### src/rtl/ndarray_slice_reader_if.sv
// Handshake bundle between the frame producer / window consumer and ndarray_slice_reader.
// Valid/ready: a transfer happens on a rising edge where valid and ready are both high; valid never waits on ready.
interface ndarray_slice_reader_if #(
    parameter int ROWS  = 3,
    parameter int BITS  = 2,
    parameter int WIN   = 2,
    parameter int OFF_W = 3
);
    logic                       wr_valid;
    logic                       wr_ready;
    logic [ROWS*BITS-1:0]       wr_data;
    logic                       rd_req_valid;
    logic                       rd_req_ready;
    logic [OFF_W-1:0]           rd_off;
    logic                       rd_valid;
    logic                       rd_ready;
    logic [WIN*ROWS*BITS-1:0]   rd_data;
    logic                       frame_release;

    modport master (
        output wr_valid, wr_data, rd_req_valid, rd_off, rd_ready, frame_release,
        input  wr_ready, rd_req_ready, rd_valid, rd_data
    );

    modport slave (
        input  wr_valid, wr_data, rd_req_valid, rd_off, rd_ready, frame_release,
        output wr_ready, rd_req_ready, rd_valid, rd_data
    );
endinterface

### src/rtl/ndarray_slice_reader.sv
// Buffers one N-element frame, then serves zero-filled WIN-element slices at a dynamic offset.
// frame_release discards the frame once no slice is in flight.
module ndarray_slice_reader #(
    parameter int N     = 6,
    parameter int WIN   = 2,
    parameter int ROWS  = 3,
    parameter int BITS  = 2,
    parameter int OFF_W = 3
) (
    input  logic                 CLK,
    input  logic                 ASYNCRESETN,
    ndarray_slice_reader_if.slave bus,
    output logic                 dbg_state,
    output logic [OFF_W-1:0]     dbg_wr_cnt
);
    localparam int EW = ROWS * BITS;
    localparam int SW = WIN * EW;
    localparam int IW = OFF_W + 1;
    localparam logic [OFF_W-1:0] LAST = OFF_W'(N - 1);

    typedef enum logic { FILL = 1'b0, SERVE = 1'b1 } state_t;

    state_t            state;
    logic [OFF_W-1:0]  wr_cnt;
    logic [EW-1:0]     frame_mem [N];
    logic              rd_valid_q;
    logic [SW-1:0]     rd_data_q;
    logic [SW-1:0]     slice;
    logic [IW-1:0]     idx;
    logic              req_acc;

    assign bus.wr_ready     = (state == FILL);
    assign bus.rd_req_ready = (state == SERVE) && (!rd_valid_q || bus.rd_ready);
    assign bus.rd_valid     = rd_valid_q;
    assign bus.rd_data      = rd_data_q;
    assign req_acc          = bus.rd_req_valid && bus.rd_req_ready;
    assign dbg_state        = state;
    assign dbg_wr_cnt       = wr_cnt;

    // Index is one bit wider than the offset so off+k never wraps back into the frame.
    always_comb begin
        slice = '0;
        idx   = '0;
        for (int k = 0; k < WIN; k++) begin
            idx = IW'(bus.rd_off) + IW'(k);
            if (idx < IW'(N)) begin
                slice[k*EW +: EW] = frame_mem[idx[OFF_W-1:0]];
            end
        end
    end

    always_ff @(posedge CLK or negedge ASYNCRESETN) begin
        if (!ASYNCRESETN) begin
            state      <= FILL;
            wr_cnt     <= '0;
            rd_valid_q <= 1'b0;
            rd_data_q  <= '0;
            for (int i = 0; i < N; i++) begin
                frame_mem[i] <= '0;
            end
        end else begin
            case (state)
                FILL: begin
                    if (bus.wr_valid) begin
                        frame_mem[wr_cnt] <= bus.wr_data;
                        if (wr_cnt == LAST) begin
                            wr_cnt <= '0;
                            state  <= SERVE;
                        end else begin
                            wr_cnt <= wr_cnt + OFF_W'(1);
                        end
                    end
                end
                SERVE: begin
                    if (req_acc) begin
                        rd_data_q  <= slice;
                        rd_valid_q <= 1'b1;
                    end else if (bus.rd_ready) begin
                        rd_valid_q <= 1'b0;
                    end
                    // A pending or just-accepted slice takes priority; release must be held.
                    if (bus.frame_release && !rd_valid_q && !req_acc) begin
                        state  <= FILL;
                        wr_cnt <= '0;
                    end
                end
                default: state <= FILL;
            endcase
        end
    end
endmodule
### src/flat_wrapper.sv
// flat-port wrapper written by rule: the top's interface ports become plain ports
module ndarray_slice_reader_flat 
#(
    parameter int N     = 6,
    parameter int WIN   = 2,
    parameter int ROWS  = 3,
    parameter int BITS  = 2,
    parameter int OFF_W = 3
)
  (CLK, ASYNCRESETN, dbg_state, dbg_wr_cnt, bus_wr_valid, bus_wr_data, bus_rd_req_valid, bus_rd_off, bus_rd_ready, bus_frame_release, bus_wr_ready, bus_rd_req_ready, bus_rd_valid, bus_rd_data);
  ndarray_slice_reader_if #(.ROWS(ROWS), .BITS(BITS), .WIN(WIN), .OFF_W(OFF_W)) bus_i ();
  input  logic CLK;
  input  logic ASYNCRESETN;
  output logic dbg_state;
  output logic [OFF_W-1:0] dbg_wr_cnt;
  input wire logic [$bits(bus_i.wr_valid)-1:0] bus_wr_valid;
  input wire logic [$bits(bus_i.wr_data)-1:0] bus_wr_data;
  input wire logic [$bits(bus_i.rd_req_valid)-1:0] bus_rd_req_valid;
  input wire logic [$bits(bus_i.rd_off)-1:0] bus_rd_off;
  input wire logic [$bits(bus_i.rd_ready)-1:0] bus_rd_ready;
  input wire logic [$bits(bus_i.frame_release)-1:0] bus_frame_release;
  output wire logic [$bits(bus_i.wr_ready)-1:0] bus_wr_ready;
  output wire logic [$bits(bus_i.rd_req_ready)-1:0] bus_rd_req_ready;
  output wire logic [$bits(bus_i.rd_valid)-1:0] bus_rd_valid;
  output wire logic [$bits(bus_i.rd_data)-1:0] bus_rd_data;
  assign bus_i.wr_valid = bus_wr_valid;
  assign bus_i.wr_data = bus_wr_data;
  assign bus_i.rd_req_valid = bus_rd_req_valid;
  assign bus_i.rd_off = bus_rd_off;
  assign bus_i.rd_ready = bus_rd_ready;
  assign bus_i.frame_release = bus_frame_release;
  assign bus_wr_ready = bus_i.wr_ready;
  assign bus_rd_req_ready = bus_i.rd_req_ready;
  assign bus_rd_valid = bus_i.rd_valid;
  assign bus_rd_data = bus_i.rd_data;
  ndarray_slice_reader #(.N(N), .WIN(WIN), .ROWS(ROWS), .BITS(BITS), .OFF_W(OFF_W)) u_core (.CLK(CLK), .ASYNCRESETN(ASYNCRESETN), .bus(bus_i), .dbg_state(dbg_state), .dbg_wr_cnt(dbg_wr_cnt));
endmodule
### config.mk
export PLATFORM = sky130hd
export DESIGN_NAME = ndarray_slice_reader_flat
export DESIGN_NICKNAME = d
export VERILOG_FILES = /design/src/rtl/ndarray_slice_reader_if.sv /design/src/rtl/ndarray_slice_reader.sv /design/src/flat_wrapper.sv
export SDC_FILE = /design/constraint.sdc
export NUM_CORES = 1
export LEC_CHECK = 0
export CORE_ASPECT_RATIO = 1.1
export CORE_MARGIN = 2
export CORE_UTILIZATION = 55
export CTS_BUF_LIST = sky130_fd_sc_hd__clkbuf_4 sky130_fd_sc_hd__clkbuf_8
export CTS_CLUSTER_SIZE = 30
export DETAILED_ROUTE_END_ITERATION = 16
export PLACE_DENSITY = 0.8
export SYNTH_ARGS = -nofsm -noshare
export SYNTH_HDL_FRONTEND = slang
export SYNTH_SLANG_ARGS = --single-unit
### constraint.sdc
create_clock -name CLK -period 3.55 [get_ports CLK]
set_input_delay 0.8875 -clock CLK [delete_from_list [all_inputs] [get_ports CLK]]
set_output_delay 0.8875 -clock CLK [all_outputs]
set_load 0.03 [all_outputs]
==> results_dict.tcl <==
set metrics [dict create \
    hold_depth 2 \
    via_per_inst 5.920 \
    syn_inst 195 \
    drt_pass1_iterations 4 \
    rr_worst_depth 4 \
    n_antenna_cell 0 \
    slew_viol_final 0 \
    dp_hpwl_um 3934 \
    rrSetupSlack_ps 1460 \
    post-route-period-util_pct 87.52 \
    leakagePower_uw 0.001335 \
    syn_to_final_growth_pct 19.41 \
    clock_latency_ps 310 \
    die_w_um 69.78 \
    cts-buffers-inserted 5 \
    nFillCells 362 \
    post-place-ws_ps 426.2 \
    clock_tree.root_cell "clkbuf_8" \
    ys_top_cells_by_count "dfrtp_1 (53), mux2_2 (38), nand2_1 (17)" \
    seqPwrFrac_pct 41.5 \
    cap_viol_max_count 0 \
    synth_warnings 0 \
    yosysMostFrequentCell "dfrtp_1" \
    peakVddDrop_mv 0.4105 \
    outcome "completed" \
    yosys.area_share.adder_pct 0.4780 \
    synth_xor_area_share_pct 0.6692 \
    skew_ps 8.689 \
    avgRoutedWirePerCell_um 20.08 \
    ant_nets 0 \
    r2r_start "u_core.dbg_state$_DFF_PN0_" \
    antenna_found_initial 0 \
    ys.flop_type "dfrtp_1" \
    post_cts_resized 0 \
    p_sw_uw 1005 \
    fmax_ghz 0.3218 \
    postSynthAreaPerCell_um2 13.42 \
    start_kind "input pin" \
    postLayoutCoreUtil_pct 67.66 \
    ys_ff_latch 53 \
    cts-hold-fix-buffers 0 \
    syn_area_um2 2618 \
    cts_sinks 53 \
    dpl-instance-area_um2 3005 \
    drt_iter0_drc 105 \
    gp_congestion 0.8056 \
    max_slew_margin_pct 51.63 \
    synth_simple_gate_area_share_pct 7.600 \
    rr_endpoint "u_core.frame_mem[7]$_DFFE_PN0P_" \
    powerDensity_nw_per_um2 891.2 \
    synth_edf_count 0 \
    crit_path_end_kind "output pin" \
    dieArea_um2 5328 \
    grt_max_degree 33 \
    final_nets 247 \
    synth-seq-area-share_pct 50.67 \
    clk_pin_slew_ps 100 \
    cts_tree "built" \
    min_to "u_core.bus.rd_data[8]$_DFFE_PN0P_" \
    whs_ps 499.7 \
    port_buffers 33 \
    syn_nets 211 \
    arrival_ps 2220 \
    wl_um 5783 \
    swShare_pct 36.09 \
    initial_utilization_pct 56.66 \
    yosysTopAreaCell "dfrtp_1" \
    synth_area_leaders "dfrtp_1 (51%), mux2_2 (16%), mux4_2 (10%), o211ai_2 (2.9%), nand2_1 (2.4%)" \
    period_minus_slack_ps 3107 \
    first_global_vias 1820 \
    required_ps 2660 \
    overflow 0 \
    synth.top_cell.area_share_pct 50.67 \
    grt_use_total_pct 23.85 \
    synth_top_family_by_area "multiplexers" \
    core_um2 4619 \
    fin_ws_ps 442.9 \
    path_class "input pin to output pin" \
    min-delay-start "u_core.bus.rd_data[8]$_DFFE_PN0P_" \
    placementRows 26 \
    tightestPinTransition_ps 725.6 \
    final_area_um2 3126 \
    drc 0 \
    power.share.clock_pct 15.4 \
    comb_power_share_pct 43.1 \
    setup_viol 0 \
    boundaryPins 34 \
    rsz0062_at_grt "no" \
    drive_gt1_share_pct 31.90 \
    intPower_uw 1780 \
    die_h_um 76.36 \
    worst-path-max-fanout 4 \
    synth_compound_area_share_pct 7.457 \
    vias 1705 \
    hold_viol 0 \
    cts_buffer_depth 2 \
    hold_path_class "register to register" \
    fin_setup_tns_ps 0 \
    grt_pass1_wl_um 9487 \
    synthMuxAreaShare_pct 30.69 \
    cts_setup_buffers 0 \
    yosys.cell_types.count 34 \
    htreeDepth 2 \
    async_flop_share_pct 100.0 \
]
-- layout make-up --
class | instances | area, µm² | area share, %
Inverter | 3 | 11.26 | 0.3603
Tap cell | 56 | 70.07 | 2.242
Sequential cell | 53 | 1326 | 42.43
Clock inverter | 2 | 37.54 | 1.201
Clock buffer | 6 | 82.58 | 2.642
Timing Repair Buffer | 39 | 370.4 | 11.85
Multi-Input combinational cell | 129 | 1227 | 39.27
-- critical path, cell delays in order --
cell and delay (ps):
clkdlybuf4s50_1 480, nor2b_1 80, nor2_1 90, clkdlybuf4s50_1 680
-- cell usage in the layout, fill, tap and decap left out, types with 2 or more instances in the layout --
master and count:
dfrtp_1 53, mux2_2 38, clkdlybuf4s50_1 32, nand2_1 17
nor2_1 12, mux4_2 12, a22oi_1 7, mux2i_1 6
o211ai_2 6, a21oi_1 6, clkbuf_8 6, buf_4 6
mux2_1 4, inv_1 3, nor2b_1 2, nand3_1 2
-- power by group through the flow --
stage	logic (µW)	clock network (µW)	registers, µW
floorplan	687	0	1260
detailed placement	1200	0	1160
global placement	1170	0	1130
CTS	1210	436	1150
global route	1290	458	1200
finish	1200	430	1150
-- layer usage --
| metal | wire length, µm | vias up | track usage, % |
|---|---|---|---|
| met3 | 263 | 12 | 4.630 |
| met2 | 2884 | 44 | 36.67 |
| met1 | 2491 | 863 | 31.58 |
| met5 | 0 | - | 0 |
| li1 | - | 786 | - |
| met4 | 143 | 0 | 14.04 |
-- registers in the layout, summed over array words and instances (netlist names) --
name                 cells
u_core.dbg_wr_cnt        3
u_core.bus.rd_valid      1
u_core.frame_mem        36
u_core.bus.rd_data      12
u_core.dbg_state         1
-- worst max path at each step --
| stage | from | end | slack (ps) | depth (start not counted) |
|---|---|---|---|---|
| after floorplan | bus_rd_off[0] | u_core.bus.rd_data[10]$_DFFE_PN0P_ | 1190 | 5 |
| after global placement | bus_rd_ready | bus_rd_req_ready | 480 | 4 |
| after detailed placement | bus_rd_ready | bus_rd_req_ready | 430 | 4 |
| after CTS | bus_rd_ready | bus_rd_req_ready | 430 | 4 |
| after global routing | bus_rd_ready | bus_rd_req_ready | 380 | 4 |
| final | bus_rd_ready | bus_rd_req_ready | 440 | 4 |
-- cell families (layout without fill, tap and decap cells) --
logic type	Yosys count	after routing
xor gates and xnor gates	2	2
DFF	53	53
muxes	60	60
adders and majority gates	1	1
AOI/OAI and AO/OA	24	24
and+or+nand+nor	42	42
buffers and inverters	13	50
-- metrics by stage --
| step | instances | power, µW |
|---|---|---|
| after global placement | 280 | 2301 |
| after floorplan | 195 | 1946 |
| final | 288 | 2785 |
| after global routing | 288 | 2940 |
| after CTS | 288 | 2797 |
| after detailed placement | 280 | 2362 |
(Power assumes the default switching activity.)
